[src/rtl/fp_unit_arbiter.sv]
// Round-robin arbiter sharing one fp adder and one fp multiplier
// between N_REQ requesters; add and mul channels run independently.
module fp_unit_arbiter #(
    parameter int DBL_WIDTH = 64,
    parameter int N_REQ     = 4,
    parameter int TIMEOUT   = 255
) (
    input  logic                       clk,
    input  logic                       rst_n,
    input  logic [N_REQ-1:0]           req_valid,
    input  logic [N_REQ-1:0]           req_op,
    input  logic [N_REQ*DBL_WIDTH-1:0] req_a,
    input  logic [N_REQ*DBL_WIDTH-1:0] req_b,
    output logic [N_REQ-1:0]           req_ready,
    output logic [N_REQ-1:0]           resp_valid,
    output logic [N_REQ*DBL_WIDTH-1:0] resp_data,
    output logic                       add_go,
    output logic [DBL_WIDTH-1:0]       add_a,
    output logic [DBL_WIDTH-1:0]       add_b,
    input  logic                       add_finish,
    input  logic [DBL_WIDTH-1:0]       add_result,
    output logic                       mul_go,
    output logic [DBL_WIDTH-1:0]       mul_a,
    output logic [DBL_WIDTH-1:0]       mul_b,
    input  logic                       mul_finish,
    input  logic [DBL_WIDTH-1:0]       mul_result,
    output logic [1:0]                 timeout_err
);

    localparam int IW = (N_REQ > 1) ? $clog2(N_REQ) : 1;
    localparam int CW = $clog2(TIMEOUT + 1);

    typedef enum logic [1:0] {IDLE, ISSUE, WAIT, RESP} state_t;

    state_t               state_q [2];
    logic [IW-1:0]        owner_q [2];
    logic [IW-1:0]        ptr_q   [2];
    logic [IW-1:0]        gnt_idx [2];
    logic [CW-1:0]        cnt_q   [2];
    logic [DBL_WIDTH-1:0] opa_q   [2];
    logic [DBL_WIDTH-1:0] opb_q   [2];
    logic [DBL_WIDTH-1:0] res     [2];
    logic [1:0]           go_q;
    logic [1:0]           fin;
    logic [1:0]           gnt_v;
    logic [N_REQ-1:0]     busy;

    assign fin    = {mul_finish, add_finish};
    assign res[0] = add_result;
    assign res[1] = mul_result;
    assign add_go = go_q[0];
    assign mul_go = go_q[1];
    assign add_a  = opa_q[0];
    assign add_b  = opb_q[0];
    assign mul_a  = opa_q[1];
    assign mul_b  = opb_q[1];

    // A requester owning an op on either channel is not eligible anywhere
    always_comb begin
        busy = '0;
        for (int c = 0; c < 2; c++) begin
            if (state_q[c] != IDLE) busy[owner_q[c]] = 1'b1;
        end
    end

    // Descending scan so the closest index at/after the pointer wins
    always_comb begin
        logic [IW-1:0] ii;
        int            idx;
        gnt_v = '0;
        ii    = '0;
        idx   = 0;
        for (int c = 0; c < 2; c++) begin
            gnt_idx[c] = '0;
            for (int k = N_REQ - 1; k >= 0; k--) begin
                idx = int'(ptr_q[c]) + k;
                if (idx >= N_REQ) idx = idx - N_REQ;
                ii = IW'(idx);
                if (state_q[c] == IDLE && req_valid[ii] &&
                    req_op[ii] == c[0] && !busy[ii]) begin
                    gnt_v[c]   = 1'b1;
                    gnt_idx[c] = ii;
                end
            end
        end
    end

    always_comb begin
        req_ready = '0;
        for (int c = 0; c < 2; c++) begin
            if (gnt_v[c]) req_ready[gnt_idx[c]] = 1'b1;
        end
    end

    always_ff @(posedge clk or negedge rst_n) begin
        if (!rst_n) begin
            for (int c = 0; c < 2; c++) begin
                state_q[c] <= IDLE;
                owner_q[c] <= '0;
                ptr_q[c]   <= '0;
                cnt_q[c]   <= '0;
                opa_q[c]   <= '0;
                opb_q[c]   <= '0;
            end
            go_q        <= '0;
            resp_valid  <= '0;
            resp_data   <= '0;
            timeout_err <= '0;
        end else begin
            go_q       <= '0;
            resp_valid <= '0;
            for (int c = 0; c < 2; c++) begin
                unique case (state_q[c])
                    IDLE: begin
                        if (gnt_v[c]) begin
                            opa_q[c]   <= req_a[gnt_idx[c]*DBL_WIDTH +: DBL_WIDTH];
                            opb_q[c]   <= req_b[gnt_idx[c]*DBL_WIDTH +: DBL_WIDTH];
                            owner_q[c] <= gnt_idx[c];
                            ptr_q[c]   <= (gnt_idx[c] == IW'(N_REQ - 1)) ?
                                          '0 : gnt_idx[c] + IW'(1);
                            go_q[c]    <= 1'b1;
                            state_q[c] <= ISSUE;
                        end
                    end
                    ISSUE: begin
                        cnt_q[c]   <= '0;
                        state_q[c] <= WAIT;
                    end
                    WAIT: begin
                        if (fin[c]) begin
                            resp_data[owner_q[c]*DBL_WIDTH +: DBL_WIDTH] <= res[c];
                            resp_valid[owner_q[c]] <= 1'b1;
                            state_q[c] <= RESP;
                        end else if (cnt_q[c] == CW'(TIMEOUT - 1)) begin
                            // Abort: answer the owner with zero so it never stalls
                            resp_data[owner_q[c]*DBL_WIDTH +: DBL_WIDTH] <= '0;
                            resp_valid[owner_q[c]] <= 1'b1;
                            timeout_err[c] <= 1'b1;
                            state_q[c]     <= RESP;
                        end else begin
                            cnt_q[c] <= cnt_q[c] + 1'b1;
                        end
                    end
                    RESP: state_q[c] <= IDLE;
                    default: state_q[c] <= IDLE;
                endcase
            end
        end
    end

endmodule
[config.mk]
export PLATFORM = sky130hd
export DESIGN_NAME = fp_unit_arbiter
export DESIGN_NICKNAME = d
export VERILOG_FILES = /design/src/rtl/fp_unit_arbiter.sv
export SDC_FILE = /design/constraint.sdc
export NUM_CORES = 2
export LEC_CHECK = 0
export BUFFER_PORTS_ARGS = -buffer_cell sky130_fd_sc_hd__buf_2
export CORE_AREA = 8 8 448 450
export DETAILED_ROUTE_END_ITERATION = 6
export DIE_AREA = 0 0 456 458
export SLEW_MARGIN = 30
export SYNTH_ARGS = -nofsm -noshare
export SYNTH_HDL_FRONTEND = slang
export SYNTH_SLANG_ARGS = --single-unit
[constraint.sdc]
create_clock -name clk -period 5.5 [get_ports clk]
set_clock_uncertainty 0.05 [all_clocks]
set_input_delay 1.65 -clock clk [delete_from_list [all_inputs] [get_ports clk]]
set_output_delay 1.65 -clock clk [all_outputs]
set_load 0.01 [all_outputs]
==> qor.csv <==
metric,value,unit
grt_pass1_vias,38700,
start_util,18.2,%
layout_min_cycle_time,5.44,ns
multi_input_area,19400,µm²
nNetsFinal,5581,
power.switching,14.2,mW
crit_family,compound AO/OA/AOI/OAI gates,
wire_per_inst,26.5,µm
syn_area,35200,µm²
antenna_left,0,
outcome,finished clean,
finalHoldViolations,0,
io_buffers,1175,
endpoint_kind,output port,
power.share.clock,16.9,%
synth.distinct_cells,65,
rrSetupSlack,1.14,ns
clk_latency,0.70,ns
finalCritPeriodShare,99.0,%
grt_max_degree,128,
coreArea,194000,µm²
dieArea,209000,µm²
drive_gt1_share,33.0,%
r2r-end,add_a[60]$_DFFE_PN0P_,
comb_power_share,58.2,%
powerDensity,635,nW/µm²
pwr-share-seq,24.9,%
syn-num-nets,4573,
critPathLaunchType,input port,
r2r.worst_path.cells,14,
leakage,22.2,nW
drt-total-wl,200000,µm
crit_arrival,3.74,ns
ir_drop,0.000462,V
root_buffer,clkbuf_16,
grt_pass1_wl,285000,µm
critPathBufInv,3,
gp_congestion,0.908,
crit_required,3.80,ns
cts_buffers,73,
drt_iter0_markers,3807,
async_flop_share,100,%
dp_slack,0.00433,ns
critPathKind,input port to output port,
slowest_delay,0.58,ns
switching_share,48.0,%
tightest_slew,1.14,ns
cts_max_level,3,
drv_cap,0,
cts.sinks,548,
synth.avg_cell_area,9.06,µm²
seqCellArea,13700,µm²
ys_ff_latch,548,
cp_cell_sequence,buf_2 > or4b_4 > mux2_2 > a211oi_2 > o221a_4 > inv_8 > ha_1 > a22o_1 > buf_2,
num_rows,162,
area_growth,32.9,%
boundaryPins,1176,
synth_warnings,0,
rsz0062_at_grt,yes,
fin_ws,0.0569,ns
hold_end,timeout_err[0]$_DFFE_PN0P_,
slew_headroom,23.8,%
clk_pin_slew,0.06,ns
finalSetupViolations,0,
fill_cells,20900,
clk_path_buf_depth,3,
hold_depth,1,
internal_power,15.4,mW
path_max_fanout,6,
hold_class,flip-flop to flip-flop,
r2r-start,owner_q[2]$_DFFE_PN0P_,
synth_ff_type,dfrtp_1,
fin_cells,7546,
dieHeight,458,µm
cp_common_cell,buf_2,
final_max_slew_viol_count,0,
dp_hpwl,147000,µm
max_freq,0.184,GHz
final_common_cell,buf_2,
drc,0,
seq_area_frac_synth,39.0,%
grt.overflow.total,0,
vias,39200,
vias_per_cell,5.20,
hp-start,timeout_err[0]$_DFFE_PN0P_,
cts_tree,built,
dp_cells,7351,
synth_cells,3886,
synth_edf_count,0,
grt_antenna_before_repair,83,
final_cell_mix,"buf_2, nand2_1, dfrtp_1, o21ai_0, mux2i_1",
cp_slowest_cell,or4b_4,
grt_usage,17.9,%
die_width,456,µm
drt_pass1_iterations,6,
==> registers in the layout, indices dropped and copies added, names as in the netlist, 4 cells and up <==
signal      flops
mul_a          64
resp_data     256
cnt_q          16
ptr_q           4
owner_q         4
add_a          64
mul_b          64
resp_valid      4
state_q         4
add_b          64
==> area by class of cell <==
| class | count | share of cell area, % |
|---|---|---|
| multi-input cells | 2808 | 41.4 |
| flip-flops and latches | 548 | 29.3 |
| repair buffers | 1315 | 15.6 |
| well taps | 2542 | 6.80 |
| clock buffers | 105 | 4.55 |
| inverters | 148 | 1.24 |
| clock inverters | 25 | 0.755 |
| diodes | 55 | 0.294 |
==> cell usage after synthesis (9+ instances only) <==
cell | instances | area, µm²
buf_2 | 42 | 210
buf_4 | 9 | 67.6
nor2_1 | 24 | 90.1
ha_1 | 35 | 438
buf_6 | 40 | 450
clkbuf_1 | 276 | 1040
and2_1 | 9 | 56.3
inv_1 | 142 | 533
nand2_1 | 674 | 2530
dfrtp_1 | 548 | 13700
mux2_2 | 128 | 1440
a22oi_1 | 256 | 1920
buf_1 | 15 | 56.3
mux2i_1 | 386 | 3860
o221ai_1 | 383 | 3350
o21ai_0 | 532 | 2660
o22ai_1 | 125 | 782
o21a_1 | 127 | 953
==> logic make-up after synthesis <==
| family | count (synthesis) | synth area share [%] |
|---|---|---|
| buffers and inverters | 530 | 6.75 |
| AOI/OAI and AO/OA | 1473 | 28.6 |
| DFF | 548 | 39.0 |
| xor gates and xnor gates | 7 | 0.174 |
| adders and majority gates | 35 | 1.24 |
| and+or+nand+nor | 775 | 8.96 |
| muxes | 518 | 15.3 |
==> worst reg2reg max path, stage by stage (launching register included) <==
cell and delay (ns):
dfrtp_1 0.46, inv_2 0.10, ha_1 0.23, nor2b_4 0.16, or4b_1 0.58, buf_4 0.19
nor2_1 0.13, a211oi_2 0.07, o221a_4 0.29, inv_8 0.08, buf_12 0.25, buf_12 0.47
buf_16 0.45, mux2i_1 0.54, o221ai_1 0.14
==> per-stage QoR <==
| stage | area, µm² | TNS [ns] | hold slack (ns) | util [%] | total power, mW |
|---|---|---|---|---|---|
| floorplan | 35200 | 0 | 0.390 | - | 17.4 |
| global placement | 43900 | -0.00812 | 0.403 | 22.7 | 24.1 |
| detailed placement | 43900 | 0 | 0.408 | 22.7 | 24.5 |
| CTS | 46500 | 0 | 0.423 | 24.0 | 29.7 |
| global route | 46700 | -0.161 | 0.444 | 24.1 | 31.4 |
| finish | 46800 | 0 | 0.419 | 24.2 | 29.7 |
==> power by group through the flow <==
| stage | clock, mW | combinational [mW] | sequential, mW |
|---|---|---|---|
| after global routing | 5.29 | 18.6 | 7.57 |
| after floorplan | 0 | 9.51 | 7.84 |
| final | 5.01 | 17.3 | 7.39 |
| after CTS | 5.15 | 17.3 | 7.33 |
| after detailed placement | 0 | 17.1 | 7.36 |
| after global placement | 0 | 16.8 | 7.32 |
==> repair_timing <==
item,in CTS,in global routing
hold buffers,0,0
endpoints found under the setup margin,4,4
hold endpoints to repair,0,0
pin swaps,1,3
gates resized for setup,21,15
setup buffers,2,6
==> worst max path at each step <==
stage,from,endpoint,cells past startpoint
3_5_place_dp,req_op[1],req_ready[3],12
2_1_floorplan,req_op[1],req_ready[0],9
6_report,req_op[1],req_ready[2],9
4_1_cts,req_op[2],req_ready[3],13
5_1_grt,req_op[1],req_ready[0],11
3_3_place_gp,req_op[1],req_ready[1],12
==> metal layers <==
metal	part of all wire, %	vias up	wire [µm]	GRT usage (%)
li1	-	16700	-	-
met1	36	19700	71600	20.2
met2	49	2338	97300	30.2
met3	8.6	491	17100	4.62
met4	6.9	22	13800	11.2
met5	0.070	-	140	0
(Power assumes the default switching activity.)
